[src/rtl/logicnet_pipe_ctrl.sv]
// logicnet_pipe_ctrl
// Flow controller for a pipelined LogicNet classifier. It owns the per-stage
// valid bits and load enables of NUM_LAYERS registered LUT-layer stages. It
// collapses bubbles and propagates backpressure from a 2-entry
// first-word-fall-through output buffer.
// Optional feature: define LOGICNET_PERF_CNT_EN to add the saturating
// sample_count / stall_count performance counters.
module logicnet_pipe_ctrl #(
    parameter int NUM_LAYERS = 4,
    parameter int OUT_BITS   = 2
) (
    input  logic                  clk,
    input  logic                  rst,
    input  logic                  flush,
    input  logic                  in_valid,
    output logic                  in_ready,
    output logic [NUM_LAYERS-1:0] stage_en,
    output logic [NUM_LAYERS-1:0] stage_valid,
    input  logic [OUT_BITS-1:0]   last_data,
    output logic                  out_valid,
    input  logic                  out_ready,
    output logic [OUT_BITS-1:0]   out_data,
    output logic                  busy
`ifdef LOGICNET_PERF_CNT_EN
    ,
    output logic [31:0]           sample_count,
    output logic [31:0]           stall_count
`endif
);

    logic [NUM_LAYERS-1:0] r_v;
    logic [1:0]            r_count;
    logic [OUT_BITS-1:0]   r_head;
    logic [OUT_BITS-1:0]   r_tail;

    logic                  w_hold;
    logic                  w_pop;
    logic                  w_bpush;
    logic [NUM_LAYERS-1:0] w_src;
    logic [NUM_LAYERS-1:0] w_rdy;
    logic [NUM_LAYERS:0]   w_en;

    // rst and flush both freeze the handshakes for the cycle they are high.
    assign w_hold  = rst | flush;
    assign w_pop   = (r_count != 2'd0) && out_ready;
    assign w_bpush = r_v[NUM_LAYERS-1] && ((r_count < 2'd2) || w_pop);

    // Each stage is fed by the stage before it; stage 0 is fed by the upstream
    // port, which is ignored while the pipeline is being cleared.
    generate
        if (NUM_LAYERS == 1) begin : g_src_single
            assign w_src = in_valid && !w_hold;
        end else begin : g_src_multi
            assign w_src = {r_v[NUM_LAYERS-2:0], in_valid && !w_hold};
        end
    endgenerate

    // Ready/enable chain from the buffer back towards the input; bit
    // NUM_LAYERS of the enable vector stands for the buffer push.
    always_comb begin
        logic [NUM_LAYERS:0]   en_v;
        logic [NUM_LAYERS-1:0] rdy_v;
        en_v             = '0;
        rdy_v            = '0;
        en_v[NUM_LAYERS] = w_bpush;
        for (int k = NUM_LAYERS - 1; k >= 0; k--) begin
            rdy_v[k] = !r_v[k] || en_v[k+1];
            en_v[k]  = w_src[k] && rdy_v[k];
        end
        w_rdy = rdy_v;
        w_en  = en_v;
    end

    // Enables and input readiness are forced off while the pipeline is being cleared.
    always_comb begin
        if (w_hold) begin
            in_ready = 1'b0;
            stage_en = '0;
        end else begin
            in_ready = w_rdy[0];
            stage_en = w_en[NUM_LAYERS-1:0];
        end
    end

    assign stage_valid = r_v;
    assign out_valid   = (r_count != 2'd0);
    assign out_data    = r_head;
    assign busy        = (|r_v) || (r_count != 2'd0);

    // Stage valid bits: load when enabled, clear when drained with no refill.
    always_ff @(posedge clk) begin
        if (rst || flush) begin
            r_v <= '0;
        end else begin
            for (int k = 0; k < NUM_LAYERS; k++) begin
                if (w_en[k]) begin
                    r_v[k] <= 1'b1;
                end else if (w_rdy[k]) begin
                    r_v[k] <= 1'b0;
                end else begin
                    r_v[k] <= r_v[k];
                end
            end
        end
    end

    // Two-entry output FIFO; head register drives out_data directly.
    always_ff @(posedge clk) begin
        if (rst) begin
            r_count <= 2'd0;
            r_head  <= '0;
            r_tail  <= '0;
        end else if (flush) begin
            r_count <= 2'd0;
        end else begin
            case ({w_bpush, w_pop})
                2'b10: begin
                    if (r_count == 2'd0) begin
                        r_head <= last_data;
                    end else begin
                        r_tail <= last_data;
                    end
                    r_count <= r_count + 2'd1;
                end
                2'b01: begin
                    r_head  <= r_tail;
                    r_count <= r_count - 2'd1;
                end
                2'b11: begin
                    if (r_count == 2'd1) begin
                        r_head <= last_data;
                    end else begin
                        r_head <= r_tail;
                        r_tail <= last_data;
                    end
                end
                default: begin
                    r_count <= r_count;
                end
            endcase
        end
    end

`ifdef LOGICNET_PERF_CNT_EN
    logic [31:0] r_sample_cnt;
    logic [31:0] r_stall_cnt;

    // Saturating handshake and stall counters; flush leaves them untouched.
    always_ff @(posedge clk) begin
        if (rst) begin
            r_sample_cnt <= 32'd0;
            r_stall_cnt  <= 32'd0;
        end else begin
            if (out_valid && out_ready && (r_sample_cnt != 32'hFFFF_FFFF)) begin
                r_sample_cnt <= r_sample_cnt + 32'd1;
            end else begin
                r_sample_cnt <= r_sample_cnt;
            end
            if (out_valid && !out_ready && (r_stall_cnt != 32'hFFFF_FFFF)) begin
                r_stall_cnt <= r_stall_cnt + 32'd1;
            end else begin
                r_stall_cnt <= r_stall_cnt;
            end
        end
    end

    assign sample_count = r_sample_cnt;
    assign stall_count  = r_stall_cnt;
`endif

endmodule

[config.mk]
export PLATFORM = sky130hd
export DESIGN_NAME = logicnet_pipe_ctrl
export DESIGN_NICKNAME = d
export VERILOG_FILES = /design/src/rtl/logicnet_pipe_ctrl.sv
export SDC_FILE = /design/constraint.sdc
export NUM_CORES = 1
export LEC_CHECK = 0
export ABC_CLOCK_PERIOD_IN_PS = 1800
export CORE_MARGIN = 2
export CORE_UTILIZATION = 40
export CTS_BUF_LIST = sky130_fd_sc_hd__clkbuf_8
export DETAILED_ROUTE_END_ITERATION = 8
export DONT_BUFFER_PORTS = 1
export PLACE_DENSITY_LB_ADDON = 0.05
export SYNTH_ARGS = -nofsm -noshare
export SYNTH_HDL_FRONTEND = slang
export SYNTH_SLANG_ARGS = --single-unit
[constraint.sdc]
create_clock -name clk -period 1.8 [get_ports clk]
set_input_delay 0.45 -clock clk [delete_from_list [all_inputs] [get_ports clk]]
set_output_delay 0.45 -clock clk [all_outputs]
set_load 0.05 [all_outputs]
* Word-level counts from Yosys, hierarchy flattened
Index checks and enable logic that the tools add are counted.
** Word-level totals
- Logic and storage cells :: 68
- Bits of input ports :: 7
- Register bits :: 10
** Operators by class
- $lt $le $gt $ge :: 1
- Eq/ne operators :: 7
- Muxes and demuxes :: 17
- $add $sub $neg :: 2
- Reductions and logical operators :: 32
- Bitwise logic cells :: 2
** Operators by type and width (number)
- $reduce_bool A2 Y1 :: 7
- $mux W1 :: 9
- $mux W2 :: 4
- $pmux W2 S2 :: 2
- $logic_and A1 B1 Y1 :: 7
- $logic_or A1 B1 Y1 :: 7
- $ne A2 B2 Y1 const B :: 3
- $pmux W2 S3 :: 1
- $logic_not A1 Y1 :: 5
- $eq A2 B1 Y1 const B :: 2
- $eq A2 B2 Y1 const B :: 2
- $mux W4 :: 1
- $reduce_and A4 Y1 :: 1
- $reduce_or A4 Y1 :: 1
- $reduce_and A3 Y1 :: 1
- $reduce_bool A3 Y1 :: 1
- $add A2 B1 Y2 const B :: 1
- $logic_not A2 Y1 :: 1
- $lt A2 B2 Y1 const B :: 1
- $reduce_or A2 Y1 :: 1
- $sub A2 B1 Y2 const B :: 1
- $not A1 Y1 :: 1
- $or A1 B1 Y1 :: 1

* Logic depth before layout (Yosys ltp)
- Word-level depth :: 13
- Mapped depth :: 10
- Depth with buffers taken out :: 9

* Worst setup path before layout
No wires, ideal clock.
- Path type :: register to output
- Start :: register r_count[1]
- End :: output port stage_en[1]
- Setup slack :: -0.672 ns
- Cell stages (with the launch flop) :: 7
- Arrival time :: 2.022 ns
- Path through :: dfxtp_1 > inv_1 > ha_1 > nand2b_4 > buf_12 > and3_4 > a31oi_1
** On the way
- Cells in the longest elaborated chain, start to end :: 11
- Elaborated cells on any way between the ends :: 12
** Ends and longest elaborated chain
- from (decl) :: RTL line 32 : logic [1:0] r_count;
- from (signal assigned) :: RTL line 123 : r_count <= r_count + 2'd1;
- from (signal assigned) :: RTL line 127 : r_count <= r_count - 2'd1;
- from (signal assigned) :: RTL line 138 : r_count <= r_count;
- parallel branches: the longest is 2 deep, another holds $lt A2 B2 Y1
- $logic_or A1 B1 Y1 (*) :: RTL line 46 : assign w_bpush = r_v[NUM_LAYERS-1] && ((r_count < 2'd2) || w_pop);
- $logic_and A1 B1 Y1 (*) :: RTL line 46
- $logic_or A1 B1 Y1 (*) :: RTL line 67 : rdy_v[k] = !r_v[k] || en_v[k+1];
- $logic_and A1 B1 Y1 (*) :: RTL line 68 : en_v[k] = w_src[k] && rdy_v[k];
- $logic_or A1 B1 Y1 (*) :: RTL line 67
- $logic_and A1 B1 Y1 (*) :: RTL line 68
- $logic_or A1 B1 Y1 (*) :: RTL line 67
- $logic_and A1 B1 Y1 (*) :: RTL line 68
- $mux W4 (*) :: RTL line 76 : if (w_hold) begin
- to (decl) :: RTL line 17 : output logic [NUM_LAYERS-1:0] stage_en,
Mark *: on every way between the ends.

* Final worst setup path
Ends and elaborated chain as after synthesis.

==> metrics <==
Yosys warning total 0; starting density of the core 41.3%; critical path data arrival time between 1 and 1.5 ns; critical path launch point type flop; slowest cell delay on critical path 0.35 ns; type of destination of the critical path output port; Layout fillers 140; number of vias in the routed layout 615; final-layout worst hold slack 0.272 ns; cell count of the worst reg-to-reg path 9; clock insertion delay at the later pin of the skew report 0.24 ns; total routing resource utilization after global routing 18.8%; cell taking the most area after synthesis dfxtp_1; global-route wire length before repair 2.62 mm; final hold violations 0; outcome finished, violations left; Post-synth ARST share 0%; maxcap violations 0; Tightest Hold Check Type input port to flop; count of endpoints failing setup in the final report 3; violations in the final reports setup timing; Inserted Clock Buffers 3; core area 1690 um2; number of global-route vias before repair approximately 560; transition time at the pin with the least slew margin roughly 0.53 ns; setup slack of the critical path after layout -0.0902 ns; Max stage delay cell, worst path dfxtp_4; CP cell instances inv_4 > ha_4 > nand2b_4 > and3_4 > a31oi_4 > buf_12; path type of the worst setup path flop to output port; Most used DFF post-synth dfxtp_1; Reg clk slew, reported paths 0.05 ns; DRC 0; pwr dens 499 nW/um2; Post-Synthesis Cell Area 697 um2; number of routed nets with antenna violations 0; count of clock tree sinks 10; worst hold path depth 1; ratio of routed vias to standard cells 5.39; count of pins on the block boundary 20; die outline area about 2100 um2; Detailed Route WL ~1.7 mm; distinct cell type count after synthesis 32; Pre-Repair DR Iteration Count 4; Buffers & Inverters on Critical Path 2; buffer levels on the longest clock path 2; part of the Yosys area used for sequential elements 28.7%; instance count of the mapped netlist 77; Total Neg Setup Slack -0.213 ns; final routed wire length divided by cell count between 10 and 15 um; Post-DP HPWL 1.27 mm; reg-to-reg critical path endpoint out_data[0]; height of the chip 45.7 um; Leakage 0.430 nW; Mapped Nets just over 90; mean instance size in the synthesized netlist 9.05 um2; Worst Hold Launch rst; Yosys top cell area share 28.7%; final critical-path share of the clock period 105%; master cell of the clock root buffer clkbuf_8; post-route clock skew 0.00224 ns; minimum setup slack among reg-to-reg paths 0.06 ns; worst slew margin relative to its limit 64.7%; number of H-tree levels 1; drt first-iter violations 7; ranking of synthesized cells by instance count 10 x dfxtp_1, 8 x a21oi_1, 7 x ha_1; most frequent cell after synthesis dfxtp_1; Port Buf Inserts 0; endpoint of the worst hold-timing path r_tail[0]; initial antenna violation count 0; number of antenna diodes 0; WP data required approximately 1.4 ns; Total Power 0.524 mW; largest net degree at the start of global routing 8; Nets 112; TritonCTS clock tree built; width of the die 45.7 um; FF+latch count, synth 10; number of flops mapped to enable cells by yosys 0; final critical-path required period 1.89 ns; total global routing overflow 0; P&R area growth vs syn 50.6%; cells taking the most area after synthesis dfxtp_1 29%, ha_1 13%, a21oi_1 5.7%, a311oi_2 4.3%, and2_1 3.6%; RD Place Congestion between 0.7 and 0.8; share of the core filled with cells 62.1%; Crit path max-delay family simple AND/OR/NAND/NOR gates; Cell Rows 15; biggest fanout along the worst timing path 6; timing-limited maximum frequency 529 MHz; critical register-to-register path startpoint r_count[1]; Post-Place Setup Slack -0.0687 ns; Max VDD drop 0.558 mV; setup repair after global routing missed its margin true; max-slew violation total from the final report 0; share of final-layout standard cells stronger than drive strength 1 57.7%
[where the power goes]
group / switching, mW / internal, mW / total (mW)
clock network: 0.0899 / 0.149 / 0.239
registers: 0.00200 / 0.222 / 0.224
logic: 0.0351 / 0.0250 / 0.0602
[layout make-up]
class,count,area (um2),share of cell area (%)
Clock inverter,1,3.75,0.358
Tap cell,17,21.3,2.03
Timing Repair Buffer,18,185,17.6
Sequential cell,10,209,19.9
Inverter,6,26.3,2.50
Clock buffer,3,41.3,3.93
Multi-Input combinational cell,59,563,53.6
[state kept, by name (all words and copies together), names as in the netlist]
name and flops:
stage_valid 4, out_data 2, r_count 2, r_tail 2
[worst reg2reg max path, cell delays in order (launching register included)]
cell and delay [ns]:
dfxtp_4 0.35, inv_4 0.04, ha_4 0.14, nand2b_4 0.16
nand2_1 0.11, and2_4 0.18, ha_4 0.16, nand2b_1 0.09
and2_4 0.18, a311oi_2 0.25
[timing repair]
action                                  CTS  global route
hold endpoints to repair                  0             0
endpoints found under the setup margin    9            10
setup buffers                             4             1
resized for setup                         5            15
hold buffers                              0             0
pin swaps                                 4             7
[cells in the final DEF, fill, tap and decap left out, types with 2 or more instances in the layout]
cell type   n
a21oi_1     6
ha_4        2
xnor2_1     2
a311oi_2    2
buf_12      4
ha_2        2
and2_4      3
dfxtp_1     5
ha_1        3
inv_1       4
nand2_1     6
o31ai_2     3
and3_4      3
clkbuf_8    3
nor2_2      2
nor2_1      3
nand4b_1    2
dfxtp_2     4
buf_4      14
[through the flow]
step	instances	instance area [um2]
floorplan	77	754
CTS	113	987
global route	114	1050
finish	114	1050
detailed placement	105	900
global placement	105	900
[per-layer routing]
layer  global-route usage [%]  wire length, um  vias up
met5                        0                0        -
met2                     29.0              788       17
met4                     8.57               28        0
met3                     7.14               97        4
li1                         -                -      315
met1                     22.9              756      279
[logic make-up (layout without fill, tap and decap cells)]
family | after synthesis | after routing | synth area share, %
AOI/OAI and AO/OA | 21 | 21 | 23.0
and+or+nand+nor | 29 | 29 | 26.4
buffers and inverters | 8 | 28 | 6.82
xor gates and xnor gates | 2 | 2 | 2.51
adders and majority gates | 7 | 7 | 12.6
DFF | 10 | 10 | 28.7
[how the worst max path moves through the flow]
stage	from	end	slack [ns]	cells past startpoint
CTS	r_count[1]	stage_en[1]	-0.13	6
global placement	r_count[0]	out_data[1]	0.006	9
global route	r_count[1]	stage_en[1]	-0.14	6
detailed placement	r_count[0]	out_data[1]	-0.07	9
finish	r_count[1]	stage_en[1]	-0.09	6
floorplan	r_count[1]	stage_en[1]	-0.04	6
(Power assumes the default switching activity.)
